## src/rtl/mac_accumulator.sv

```systemverilog
// Frame accumulator: sums N_SAMPLES unsigned samples with saturation; result valid 1 cycle after last sample.
// Result is held in HOLD until out_valid&&out_ready; start with that handshake chains straight into the next frame.
module mac_accumulator #(
  parameter int N_SAMPLES = 16,
  parameter int ACC_W     = 20
) (
  input  logic             clk,
  input  logic             reset,
  input  logic             start,
  input  logic             in_valid,
  input  logic [15:0]      in_data,
  input  logic             out_ready,
  output logic             out_valid,
  output logic [ACC_W-1:0] out_sum,
  output logic             overflow,
  output logic             busy,
  output logic [7:0]       sample_cnt
);

  typedef enum logic [1:0] {IDLE, ACCUM, HOLD} state_t;

  localparam logic [ACC_W-1:0] ACC_MAX  = {ACC_W{1'b1}};
  localparam logic [7:0]       LAST_CNT = 8'(N_SAMPLES - 1);

  state_t           state_q, state_d;
  logic [ACC_W-1:0] acc_q, acc_d;
  logic [7:0]       cnt_q, cnt_d;
  logic [ACC_W-1:0] out_sum_q, out_sum_d;
  logic             out_valid_q, out_valid_d;
  logic             overflow_q, overflow_d;
  logic [ACC_W:0]   sum_ext;

  always_comb begin
    state_d     = state_q;
    acc_d       = acc_q;
    cnt_d       = cnt_q;
    out_sum_d   = out_sum_q;
    out_valid_d = out_valid_q;
    overflow_d  = overflow_q;
    // One extra bit catches the carry that signals saturation.
    sum_ext     = {1'b0, acc_q} + (ACC_W + 1)'(in_data);

    case (state_q)
      IDLE: begin
        if (start) begin
          state_d    = ACCUM;
          acc_d      = '0;
          cnt_d      = '0;
          overflow_d = 1'b0;
        end
      end
      ACCUM: begin
        if (in_valid) begin
          if (sum_ext[ACC_W]) begin
            acc_d      = ACC_MAX;
            overflow_d = 1'b1;
          end else begin
            acc_d = sum_ext[ACC_W-1:0];
          end
          cnt_d = cnt_q + 8'd1;
          if (cnt_q == LAST_CNT) begin
            state_d     = HOLD;
            out_sum_d   = acc_d;
            out_valid_d = 1'b1;
          end
        end
      end
      HOLD: begin
        if (out_valid_q && out_ready) begin
          out_valid_d = 1'b0;
          if (start) begin
            state_d    = ACCUM;
            acc_d      = '0;
            cnt_d      = '0;
            overflow_d = 1'b0;
          end else begin
            state_d = IDLE;
          end
        end
      end
      default: state_d = IDLE;
    endcase
  end

  always_ff @(posedge clk) begin
    if (reset) begin
      state_q     <= IDLE;
      acc_q       <= '0;
      cnt_q       <= '0;
      out_sum_q   <= '0;
      out_valid_q <= 1'b0;
      overflow_q  <= 1'b0;
    end else begin
      state_q     <= state_d;
      acc_q       <= acc_d;
      cnt_q       <= cnt_d;
      out_sum_q   <= out_sum_d;
      out_valid_q <= out_valid_d;
      overflow_q  <= overflow_d;
    end
  end

  assign out_valid  = out_valid_q;
  assign out_sum    = out_sum_q;
  assign overflow   = overflow_q;
  assign busy       = (state_q == ACCUM);
  assign sample_cnt = cnt_q;

endmodule

```

## config.mk

```make
export PLATFORM = sky130hd
export DESIGN_NAME = mac_accumulator
export DESIGN_NICKNAME = d
export VERILOG_FILES = /design/src/rtl/mac_accumulator.sv
export SDC_FILE = /design/constraint.sdc
export NUM_CORES = 1
export LEC_CHECK = 0
export CORE_MARGIN = 2
export CORE_UTILIZATION = 50
export DETAILED_ROUTE_END_ITERATION = 16
export GPL_ROUTABILITY_DRIVEN = 0
export GPL_TIMING_DRIVEN = 0
export PLACE_DENSITY = 0.76
export SYNTH_ARGS = -nofsm -noshare
export SYNTH_HDL_FRONTEND = slang
export SYNTH_SLANG_ARGS = --single-unit
```

## constraint.sdc

```tcl
create_clock -name clk -period 3.39 [get_ports clk]
set_input_delay 0.5085 -clock clk [delete_from_list [all_inputs] [get_ports clk]]
set_output_delay 0.5085 -clock clk [all_outputs]
set_load 0.1 [all_outputs]
```

# Yosys cells after proc, flatten, opt, wreduce, memory -nomap -nowiden
# Index checks and enable logic that the tools add are counted.
[classes]
muxes = 24
addsub = 2
n_eq_ne = 8
n_reduce_logical = 9
[op_table]
columns = ["op", "n"]
rows = [
  ["$mux 20", 4],
  ["$pmux 20 s3", 1],
  ["$mux 8", 3],
  ["$pmux 8 s3", 1],
  ["$add 20x16->21", 1],
  ["$reduce_and 4->1", 3],
  ["$add 8x1->8 const B", 1],
  ["$eq 8x4->1 const B", 1],
  ["$mux 1", 8],
  ["$mux 2", 4],
  ["$ne 2x2->1 const B", 3],
  ["$pmux 2 s3", 1],
  ["$reduce_and 3->1", 2],
  ["$ne 2x1->1 const B", 2],
  ["$pmux 1 s3", 1],
  ["$reduce_bool 3->1", 1],
  ["$eq 2x1->1 const B", 1],
  ["$eq 2x2->1 const B", 1],
  ["$logic_not 2->1", 1],
  ["$pmux 1 s2", 1],
  ["$reduce_bool 2->1", 1],
  ["$logic_and 1x1->1", 1],
]
[totals]
reg_bits = 52
output_inout_bits = 31

# Logic depth before layout (Yosys ltp)
[depth]
word_depth = 4
ltp_mapped = 10
ltp_nobuf = 8

# Worst setup path before layout
# No wires, ideal clock.
[synth_timing]
kind = "register to register"
startpoint = "register cnt_q[0] (netlist: sample_cnt[0])"
endpoint = "register out_sum_q[10] (netlist: out_sum[10])"
t_arrival_ns = 2.674
required_ns = 3.304
path_stages_with_launch = 9
path_slack_ns = 0.630
n_path_buf = 2
cell_sequence = "dfxtp_1 > ha_1 > nor4b_1 > nand4_1 > nor2_1 > buf_2 > buf_1 > nor2_1 > a211oi_1"
[synth_between]
elab_chain_cells = 2
[synth_lines]
columns = ["element", "line_no", "text"]
rows = [
  ["from (decl)", "27", "logic [7:0] cnt_q, cnt_d;"],
  ["from (signal assigned)", "96", "cnt_q <= cnt_d;"],
  ["$eq 8x4->1", "61", "if (cnt_q == LAST_CNT) begin"],
  ["$reduce_and 3->1 (no line)", "--", ""],
  ["to (signal assigned)", "97", "out_sum_q <= out_sum_d;"],
  ["to (decl)", "28", "logic [ACC_W-1:0] out_sum_q, out_sum_d;"],
]
# No other way between the ends.
# A chain may end at the register's enable or synchronous reset.

# Worst setup path in the final report
[layout_timing]
startpoint = "input in_data[0]"
endpoint = "register out_sum_q[10] (netlist: out_sum[10])"
[layout_between]
elab_chain_cells = 2
[layout_lines]
columns = ["element", "line_no", "text"]
rows = [
  ["from (decl)", "11", "input logic [15:0] in_data,"],
  ["$add 20x16->21", "41", "sum_ext = {1'b0, acc_q} + (ACC_W + 1)'(in_data);"],
  ["$mux 20", "54", "if (sum_ext[ACC_W]) begin"],
]
# No other way between the ends.

==> flow_summary.ini <==
[clock_network]
cts_buffers = 5
clk-insertion-delay-late_ns = 0.30
ctsResizeCount = 0
clk_pin_slew_ns = 0.09
cts_hold_buf = 0
cts_tree = yes
clock_tree.root_cell = clkbuf_8
post-cts-setup-buffer-count = 0
htreeDepth = 2
clock-sinks = 52
cts_buffer_depth = 2

[sta]
period_needed_ns = 3.20
whs_ns = 0.461
slew_headroom_pct = 35.0
setup_violations = 0
rsz0062_at_grt = no
worstMarginPinSlew_ns = 0.972
skew_ns = 0.00404
setup_ws_ns = 0.185
fmax_ghz = 0.312
fin_crit_sh_pct = 94.5
drv_slew = 0
fin_setup_tns_ns = 0
hold_viol = 0

[synth]
synth_compound_area_share_pct = 25.1
syn_area_per_cell_um2 = 8.14
synthArstFlopShare_pct = 0
synth_area_um2 = 2940
synthMuxAreaShare_pct = 0.681
yosys_warnings = 0
synth_seq_area_share_pct = 35.4
synth_seq_cells = 52
synth_top_family_by_area = compound AO/OA/AOI/OAI gates
synth.top_cells.by_area = dfxtp_1, ha_1, nor2_1
synth_edf_count = 0
synthTopCellsByCount = dfxtp_1, nor2_1, nand2_1
synth_cell_types = 56
synthFlopType = dfxtp_1
synth_top_area_cell = dfxtp_1
synthAdderAreaFrac_pct = 7.91
syn-num-nets = 400
syn_inst = 361
yosysTopAreaCellShare_pct = 35.4
synth_xor_area_share_pct = 4.77
synth.most_common_cell = dfxtp_1
yosys.area_share.simple_pct = 22.7

[power]
power_leakage_nw = 1.35
pwr-share-comb_pct = 19.3
vdd_drop_max_v = 0.000173
swShare_pct = 29.3
clock_power_share_pct = 30.1
power_density_nw_per_um2 = 342
p_switching_mw = 0.365
p_seq_share_pct = 50.6
cell_internal_pwr_mw = 0.879

[finish]
diodes = 0
post-route-util_pct = 64.8
regArea_um2 = 1040
instances_no_fill = 492
nNetsFinal = 458
nFillCells = 522
multiInputGateArea_um2 = 1800
synthToLayoutAreaGrowth_pct = 23.6
layout-drive-gt1-share_pct = 4.29

[setup_path]
r2r_end = out_sum[10]$_SDFFE_PP0P_
rr_worst_depth = 10
path_max_fanout = 10
critical_path.max_stage_delay_ns = 0.51
arrival_ns = 3.38
cpMaxStageDelayCell = a221oi_2
path_class = in2reg
r2r_start = acc_q[0]$_SDFFE_PP0P_
path_cells = clkdlybuf4s50_1, ha_1, fa_1, a21o_1, a221oi_2, o22ai_2, o21ba_1, buf_4, buf_6, nor2_1, a211oi_1
reg2reg_slack_ns = 0.51
crit_start = in_data[0]
required_ns = 3.57
worstSetupStartpointType = primary input
cp-end-kind = register

[place]
pre_cts_ws_ns = -0.118
dp.final_hpwl_um = 5750
placedCellCount = 484
numPortBuffers = 51

[detailed_routing]
drc_errors = 0
drtIter0Drc = 188
totalWireLength_um = 7870
drtAntennaViolNets = 0
wl_per_cell_um = 16.0
firstDrtPassIters = 4
vias = 2904
vias_per_cell = 5.90

[flow_run]
cap_violations = 0

[floorplan]
dieArea_um2 = 6510
start_util_pct = 52.4
core-area_um2 = 5610
die_y_um = 80.7
die_x_um = 80.7
rows = 27
ioPinCount = 52

[hold_path]
holdCritPathClass = reg2reg
hold_depth = 2
hold_end = acc_q[0]$_SDFFE_PP0P_
hold_start = acc_q[0]$_SDFFE_PP0P_

[global_routing]
first_global_vias = 2620
antenna_found_initial = 0
grt_max_degree = 16
grt_pass1_wl_um = 12700
grt_usage_pct = 25.0
gr-total-overflow = 0

[status]
outcome = complete, no violations
-- state kept, by name (all words and copies together) (netlist names) --
signal	flops
sample_cnt	8
out_valid	1
acc_q	20
state_q	2
out_sum	20
overflow	1
-- metal layers --
metal | GRT usage (%) | wire length, µm | vias up
met1 | 36.0 | 3660 | 1364
met2 | 39.1 | 3540 | 94
met4 | 6.10 | 93 | 0
met5 | 0 | 0 | -
met3 | 3.82 | 578 | 11
li1 | - | - | 1435
-- how the worst max path moves through the flow --
| stage | end | slack, ns | cells past startpoint |
|---|---|---|---|
| 2_1_floorplan | out_sum[10]$_SDFFE_PP0P_ | 0.63 | 8 |
| 4_1_cts | out_sum[10]$_SDFFE_PP0P_ | 0.19 | 11 |
| 5_1_grt | out_sum[10]$_SDFFE_PP0P_ | 0.09 | 11 |
| 3_3_place_gp | out_sum[10]$_SDFFE_PP0P_ | -0.07 | 11 |
| 6_report | out_sum[10]$_SDFFE_PP0P_ | 0.19 | 11 |
| 3_5_place_dp | out_sum[10]$_SDFFE_PP0P_ | -0.12 | 11 |
-- metrics by stage --
step	power (mW)	area, µm²
6_report	1.24	3630
5_1_grt	1.30	3630
4_1_cts	1.25	3630
3_5_place_dp	0.879	3540
3_3_place_gp	0.874	3540
2_1_floorplan	0.806	2940
-- cell usage in the layout, fill, tap and decap left out, types with 5 or more instances in the layout --
master           instances
dfxtp_1                 52
clkdlybuf4s50_1         51
nor2_1                  50
nand2_1                 30
a21oi_1                 25
a211oi_1                23
o21ai_1                 17
ha_1                    17
o21ai_0                 11
xor2_1                  11
clkbuf_1                10
or3_1                    7
nand3_1                  7
nand4_1                  7
nor3_1                   7
inv_1                    6
a21o_1                   6
clkbuf_8                 6
and3_1                   5
xnor2_1                  5
-- power by group through the flow --
stage	Clock, mW	Sequential (mW)	Combinational (mW)
3_3_place_gp	0	0.643	0.231
6_report	0.374	0.629	0.240
2_1_floorplan	0	0.656	0.150
5_1_grt	0.404	0.631	0.261
4_1_cts	0.381	0.629	0.237
3_5_place_dp	0	0.644	0.235
-- logic make-up (layout without fill, tap and decap cells) --
group	Yosys count	count (layout)
adder cells (fa/ha/maj)	18	18
flip-flops	52	52
buffers and inverters	23	82
multiplexers	2	2
AO/OA/AOI/OAI	112	112
AND/OR/NAND/NOR	138	138
XOR/XNOR	16	16
-- cell type report --
type | instances | area share, %
multi-input combinational | 286 | 49.5
sequential | 52 | 28.6
timing repair buffer | 51 | 14.0
tap | 72 | 2.48
clock buffer | 7 | 2.38
buffer | 17 | 2.17
inverter | 6 | 0.620
clock inverter | 1 | 0.207
-- critical path: cells and delay by family --
family / cells / cell delay (ns)
buffers and inverters: 3 / 0.75
AND/OR/NAND/NOR: 1 / 0.19
AO/OA/AOI/OAI: 5 / 1.28
adder cells (fa/ha/maj): 2 / 0.65
No activity file was read; power rests on OpenSTA's default activity.
